===== src/rtl/io_input_conditioner_pkg.sv =====
// io_pkg: constants shared by the input-conditioning slice.
//   PORT_W         width of each in_port register seen by the bus stage
//   FLAG_OFS       bit offset of the sticky press flags inside in_port2
//   DB_CYCLES_DEF  default stable-cycle count for accepting a change
package io_pkg;
    localparam int unsigned PORT_W        = 32;
    localparam int unsigned FLAG_OFS      = 16;
    localparam int unsigned DB_CYCLES_DEF = 250000;
endpackage


===== src/rtl/io_input_conditioner_if.sv =====
// io_input_conditioner_if: raw board inputs and conditioned input-port words.
//   sw_raw   [SW_W]   slide switches, 1 = up
//   key_raw  [KEY_W]  push buttons, active-low
//   key_ack  [KEY_W]  one-cycle pulses clearing sticky press flags
//   in_port0..2 [32]  conditioned words for the input-register stage
// Modports: master = board/bus side, slave = conditioner.
interface io_input_conditioner_if
    import io_pkg::*;
#(
    parameter int unsigned SW_W  = 10,
    parameter int unsigned KEY_W = 4
);
    logic [SW_W-1:0]   sw_raw;
    logic [KEY_W-1:0]  key_raw;
    logic [KEY_W-1:0]  key_ack;
    logic [PORT_W-1:0] in_port0;
    logic [PORT_W-1:0] in_port1;
    logic [PORT_W-1:0] in_port2;

    modport master (
        output sw_raw, key_raw, key_ack,
        input  in_port0, in_port1, in_port2
    );

    modport slave (
        input  sw_raw, key_raw, key_ack,
        output in_port0, in_port1, in_port2
    );
endinterface


===== src/rtl/io_input_conditioner_debounce_bit.sv =====
// io_debounce_bit: 2-flop synchronizer followed by a stable-count debouncer
// for one asynchronous input bit.
//   clk, rst  clock, asynchronous active-high reset
//   raw       asynchronous input
//   db        debounced level
//   db_next   value db takes on the next rising edge (for edge detection)
// Macro IO_INPUT_DEBOUNCE_EN: when undefined the counter is left out and
// db is the synchronizer output directly.
module io_debounce_bit
    import io_pkg::*;
#(
    parameter logic        RST_VAL   = 1'b0,
    parameter int unsigned DB_CYCLES = DB_CYCLES_DEF
) (
    input  logic clk,
    input  logic rst,
    input  logic raw,
    output logic db,
    output logic db_next
);
    logic sync1;
    logic sync2;

    if (DB_CYCLES < 2) begin : g_db_check
        $error("io_debounce_bit: DB_CYCLES must be at least 2");
    end

    always_ff @(posedge clk or posedge rst) begin
        if (rst) begin
            sync1 <= RST_VAL;
            sync2 <= RST_VAL;
        end else begin
            sync1 <= raw;
            sync2 <= sync1;
        end
    end

`ifdef IO_INPUT_DEBOUNCE_EN
    localparam int unsigned CNT_W = $clog2(DB_CYCLES + 1);

    logic [CNT_W-1:0] cnt;
    logic [CNT_W-1:0] cnt_next;
    logic             db_q;

    // Counter tops out at DB_CYCLES-1: the edge that would reach DB_CYCLES
    // accepts the new value and clears instead, so it can never wrap.
    always_comb begin
        cnt_next = '0;
        db_next  = db_q;
        if (sync2 != db_q) begin
            if (cnt == CNT_W'(DB_CYCLES - 1))
                db_next = sync2;
            else
                cnt_next = cnt + 1'b1;
        end
    end

    always_ff @(posedge clk or posedge rst) begin
        if (rst) begin
            cnt  <= '0;
            db_q <= RST_VAL;
        end else begin
            cnt  <= cnt_next;
            db_q <= db_next;
        end
    end

    assign db = db_q;
`else
    assign db      = sync2;
    assign db_next = sync1;
`endif
endmodule


===== src/rtl/io_input_conditioner.sv =====
// io_input_conditioner: synchronizes and debounces switches and buttons and
// presents them as three 32-bit input-port words.
//   io_clk   clock
//   reset    asynchronous active-high reset
//   bus      io_input_conditioner_if.slave (raw inputs, key_ack, in_port0..2)
// in_port0 = switches [SW_W/2-1:0], in_port1 = switches [SW_W-1:SW_W/2],
// in_port2 = key levels (1 = pressed) at [KEY_W-1:0], sticky press flags at
// [KEY_W+15:16]. Macro IO_INPUT_DEBOUNCE_EN enables the debounce counters.
module io_input_conditioner
    import io_pkg::*;
#(
    parameter int unsigned SW_W      = 10,
    parameter int unsigned KEY_W     = 4,
    parameter int unsigned DB_CYCLES = DB_CYCLES_DEF
) (
    input logic                   io_clk,
    input logic                   reset,
    io_input_conditioner_if.slave bus
);
    localparam int unsigned HALF_W = SW_W / 2;

    logic [SW_W-1:0]   sw_db;
    logic [SW_W-1:0]   sw_db_next;
    logic [KEY_W-1:0]  key_db;       // raw polarity: 1 = released
    logic [KEY_W-1:0]  key_db_next;
    logic [KEY_W-1:0]  key_rise;
    logic [KEY_W-1:0]  flags;
    logic [PORT_W-1:0] port2;

    for (genvar i = 0; i < SW_W; i++) begin : g_sw
        io_debounce_bit #(.RST_VAL(1'b0), .DB_CYCLES(DB_CYCLES)) u_db (
            .clk     (io_clk),
            .rst     (reset),
            .raw     (bus.sw_raw[i]),
            .db      (sw_db[i]),
            .db_next (sw_db_next[i])
        );
    end

    for (genvar i = 0; i < KEY_W; i++) begin : g_key
        io_debounce_bit #(.RST_VAL(1'b1), .DB_CYCLES(DB_CYCLES)) u_db (
            .clk     (io_clk),
            .rst     (reset),
            .raw     (bus.key_raw[i]),
            .db      (key_db[i]),
            .db_next (key_db_next[i])
        );
    end

    // Press edge is detected from the debouncer's next value so the flag
    // sets on the same edge the debounced level changes.
    assign key_rise = key_db & ~key_db_next;

    // Set wins over a coincident ack.
    always_ff @(posedge io_clk or posedge reset) begin
        if (reset)
            flags <= '0;
        else
            flags <= (flags & ~bus.key_ack) | key_rise;
    end

    always_comb begin
        port2                      = '0;
        port2[KEY_W-1:0]           = ~key_db;
        port2[FLAG_OFS +: KEY_W]   = flags;
    end

    assign bus.in_port0 = PORT_W'(sw_db[HALF_W-1:0]);
    assign bus.in_port1 = PORT_W'(sw_db[SW_W-1:HALF_W]);
    assign bus.in_port2 = port2;

    logic unused_sw_next;
    assign unused_sw_next = ^sw_db_next;
endmodule


===== src/flat_wrapper.sv =====
// flat-port wrapper written by rule: the top's interface ports become plain ports
module io_input_conditioner_flat import io_pkg::*;
#(
    parameter int unsigned SW_W      = 10,
    parameter int unsigned KEY_W     = 4,
    parameter int unsigned DB_CYCLES = DB_CYCLES_DEF
)
  (io_clk, reset, bus_sw_raw, bus_key_raw, bus_key_ack, bus_in_port0, bus_in_port1, bus_in_port2);
  io_input_conditioner_if #(.SW_W(SW_W), .KEY_W(KEY_W)) bus_i ();
  input logic io_clk;
  input logic reset;
  input wire logic [$bits(bus_i.sw_raw)-1:0] bus_sw_raw;
  input wire logic [$bits(bus_i.key_raw)-1:0] bus_key_raw;
  input wire logic [$bits(bus_i.key_ack)-1:0] bus_key_ack;
  output wire logic [$bits(bus_i.in_port0)-1:0] bus_in_port0;
  output wire logic [$bits(bus_i.in_port1)-1:0] bus_in_port1;
  output wire logic [$bits(bus_i.in_port2)-1:0] bus_in_port2;
  assign bus_i.sw_raw = bus_sw_raw;
  assign bus_i.key_raw = bus_key_raw;
  assign bus_i.key_ack = bus_key_ack;
  assign bus_in_port0 = bus_i.in_port0;
  assign bus_in_port1 = bus_i.in_port1;
  assign bus_in_port2 = bus_i.in_port2;
  io_input_conditioner #(.SW_W(SW_W), .KEY_W(KEY_W), .DB_CYCLES(DB_CYCLES)) u_core (.io_clk(io_clk), .reset(reset), .bus(bus_i));
endmodule

===== config.mk =====
export PLATFORM = sky130hd
export DESIGN_NAME = io_input_conditioner_flat
export DESIGN_NICKNAME = d
export VERILOG_FILES = /design/src/rtl/io_input_conditioner_pkg.sv /design/src/rtl/io_input_conditioner_if.sv /design/src/rtl/io_input_conditioner_debounce_bit.sv /design/src/rtl/io_input_conditioner.sv /design/src/flat_wrapper.sv
export SDC_FILE = /design/constraint.sdc
export NUM_CORES = 1
export LEC_CHECK = 0
export CAP_MARGIN = 20
export CORE_ASPECT_RATIO = 0.7
export CORE_MARGIN = 1.5
export CORE_UTILIZATION = 34
export CTS_CLUSTER_DIAMETER = 100
export DETAILED_ROUTE_END_ITERATION = 16
export GPL_TIMING_DRIVEN = 0
export PLACE_DENSITY = 0.8
export SLEW_MARGIN = 20
export SYNTH_ARGS = -nofsm -noshare
export SYNTH_HDL_FRONTEND = slang
export SYNTH_SLANG_ARGS = --single-unit

===== constraint.sdc =====
create_clock -name io_clk -period 1 [get_ports io_clk]
set_input_delay 0.1 -clock io_clk [delete_from_list [all_inputs] [get_ports io_clk]]
set_output_delay 0.1 -clock io_clk [all_outputs]
set_load 0.05 [all_outputs]

==> impl_metrics.py, run 1 <==
metrics = {
    "run_status": {
        "outcome": "finished, violations left",
        "violations": "negative setup slack",
    },
    "worst_setup_path": {
        "slowest_stage": "dfstp_2",
        "reg2reg_depth": 4,
        "path_buf_inv": 2,
        "slowest_delay_ps": 530,
        "worstPathCellList": "inv_2, buf_8",
        "cp.arrival_ps": 980,
        "required_ps": 900,
        "endpoint_kind": "primary output",
        "cp_max_fo": 2,
        "path_delay_family": "flip-flops",
        "path_class": "reg2out",
        "critPathLaunchType": "flip-flop",
        "critical_path_depth": 2,
    },
    "clock_tree": {
        "cts.htree.levels": 2,
        "clock_latency_ps": 270,
        "clkSinkCount": 32,
        "clk_pin_slew_ps": 60,
        "cts_tree": "built",
        "clockBufferDepth": 2,
        "ctsHoldBuffers": 0,
        "cts_root_buf": "clkbuf_8",
        "cts_buffers": 5,
    },
    "detailed_routing": {
        "wl_per_cell_um": 7.52,
        "drt_wl_total_mm": 2.30,
        "viasPerCell": 2.92,
        "drt_iter0_markers": 18,
        "num_vias": 895,
        "dr.pass1.iters": 4,
        "ant_nets": 0,
        "drc": 0,
    },
    "final_layout": {
        "fin_nets": 270,
        "antenna_cells": 0,
        "fin_cells": 306,
        "n_fill_cell": 394,
        "drive_gt1_frac": 0.502,
        "regArea_um2": 811,
        "multi_input_area_um2": 343,
        "area_growth_syn_to_layout_pct": 54.6,
    },
    "placed_design": {
        "place.gp.congestion": 0.649,
        "port_buffers": 37,
        "dp_cells": 303,
        "hpwl_mm": 1.94,
    },
    "timing": {
        "rsz0062_at_grt": "true",
        "hold_viol_final": 0,
        "tightest_slew_ps": 626,
        "fin_skew_ps": 2.41,
        "finalCriticalPeriod_ps": 1080,
        "fin_setup_tns_ps": -311,
        "fmax_ghz": 0.925,
        "setup_viol": 4,
        "slew_viol_final": 0,
        "max-slew-margin-rel": 0.582,
        "fin_ws_ps": -81.3,
        "fin_crit_sh": 1.08,
    },
    "logic_synthesis": {
        "yosysTopAreaCell": "buf_4",
        "yosys_warnings": 0,
        "synth_top_area_frac": 0.424,
        "ys_seq_area_frac": 0.520,
        "synth.most_common_cell": "buf_4",
        "synth.area.top_cells": "buf_4 42%, dfrtp_1 39%, dfstp_2 13%",
        "syn_area_um2": 1560,
        "synth-edff-count": 0,
        "synth-async-reset-ratio": 1.00,
        "ys_seq_elements": 32,
        "yosys-top-cells-count": "88 x buf_4, 24 x dfrtp_1, 8 x dfstp_2",
        "avgSynthCellArea_um2": 11.6,
        "yosysUniqueCellTypes": 7,
        "synth-main-ff-cell": "dfrtp_1",
        "synth_cells": 134,
    },
    "die": {
        "start_util": 0.356,
        "die-area_um2": 5010,
        "io_pins": 116,
        "core_um2": 4380,
        "chipHeight_um": 59.7,
        "rows": 20,
        "dieWidth_um": 83.9,
    },
    "global_routing": {
        "grt_pass1_wl_mm": 3.60,
        "grt_overflow": 0,
        "grt_pass1_vias": 778,
        "antenna_found_initial": 0,
        "track_usage": 0.0955,
        "grt_max_degree": 33,
    },
    "hold_path": {
        "hp-class": "in2reg",
        "min_path_cells": 1,
    },
    "power_and_ir_drop": {
        "cellPowerDensity_nw_per_um2": 1540,
        "vdd_drop_max_mv": 1.35,
        "leakagePower_nw": 1.37,
    },
    "run": {
        "maxCapViolCount": 0,
    },
}
-- path summary, 6_finish.rpt --
kind	slack (ps)	endpoint	startpoint
setup / recovery	-80	bus_in_port2[1]	u_core.g_key[1].u_db.db
hold / removal	230	u_core.g_key[0].u_db.db_next	bus_key_raw[0]
setup reg to reg	10	u_core.flags[0]	u_core.g_key[0].u_db.db
hold reg to reg	350	u_core.g_sw[2].u_db.db	u_core.g_sw[2].u_db.db_next
max in group asynchronous	370	u_core.g_key[3].u_db.db_next	reset
min in group asynchronous	260	u_core.g_sw[3].u_db.db_next	reset
-- per-stage QoR --
| stage | total power [mW] | util | worst slack [ps] | instance area (um^2) | hold slack (ps) |
|---|---|---|---|---|---|
| floorplan | 2.54 | - | 111 | 1850 | 104 |
| global placement | 2.71 | 0.522 | -428 | 2290 | 332 |
| detailed placement | 2.71 | 0.522 | -470 | 2290 | 336 |
| CTS | 3.74 | 0.545 | -108 | 2380 | 210 |
| global route | 3.88 | 0.550 | -128 | 2410 | 216 |
| finish | 3.70 | 0.550 | -81.3 | 2410 | 227 |
-- power breakdown --
group	switching, mW	internal, mW	leakage (nW)
clock network	0.422	0.547	0.0510
logic	0.912	0.401	0.951
registers	0.0361	1.38	0.366
-- kinds of logic (layout without fill, tap and decap cells) --
family                 after synthesis  in the layout  synth area share
AOI/OAI and AO/OA                    4              4            0.0321
DFF                                 32             32             0.520
buffers and inverters               97            137             0.445
other                                1             78           0.00241
-- what timing repair did --
item	CTS	global route
resized for setup	135	3
endpoints found under the setup margin	42	5
setup buffers	3	2
pin swaps	0	1
-- registers in the layout, indices dropped and copies added, names as in the netlist --
register and count:
u_core.g_sw.u_db.db_next 10, u_core.g_key.u_db.db 4, u_core.g_sw.u_db.db 10, u_core.g_key.u_db.db_next 4
u_core.flags 4
-- layout by cell type, fill, tap and decap left out --
master,count
buf_4,85
conb_1,78
dfrtp_1,24
clkdlybuf4s50_1,19
buf_8,14
dfstp_2,8
clkbuf_8,6
inv_2,4
inv_1,4
o22ai_2,4
clkinv_2,2
clkinvlp_4,1
clkbuf_4,1
buf_6,1
-- worst register-to-register path, cell delays in order (launching register included) --
cell     delay (ps)
dfstp_2         520
inv_2            40
buf_4           120
buf_6           100
o22ai_2         120
-- metal layers --
layer / global-route usage / wire, um / share of wire / vias to the layer above
li1: - / - / - / 467
met1: 0.0871 / 680 / 0.30 / 363
met2: 0.161 / 1180 / 0.51 / 62
met3: 0.0746 / 407 / 0.18 / 3
met4: 0.0422 / 30 / 0.013 / 0
met5: 0 / 0 / 0 / -
-- cell type report --
type                    instances  share of cell area
clock buffers                   6              0.0343
multi-input cells              82               0.142
repair buffers                 42               0.196
plain buffers                  78               0.243
well taps                      55              0.0286
flip-flops and latches         32               0.336
clock inverters                 2             0.00415
inverters                       9              0.0156
Power figures use the tool's default switching activity.
==> inputs of run 2 (changes only) <==
GPL_ROUTABILITY_DRIVEN = 0   (was not set)
==> results of run 2 <==
No change in the layout: final DEF, timing and power equal those of run 1.
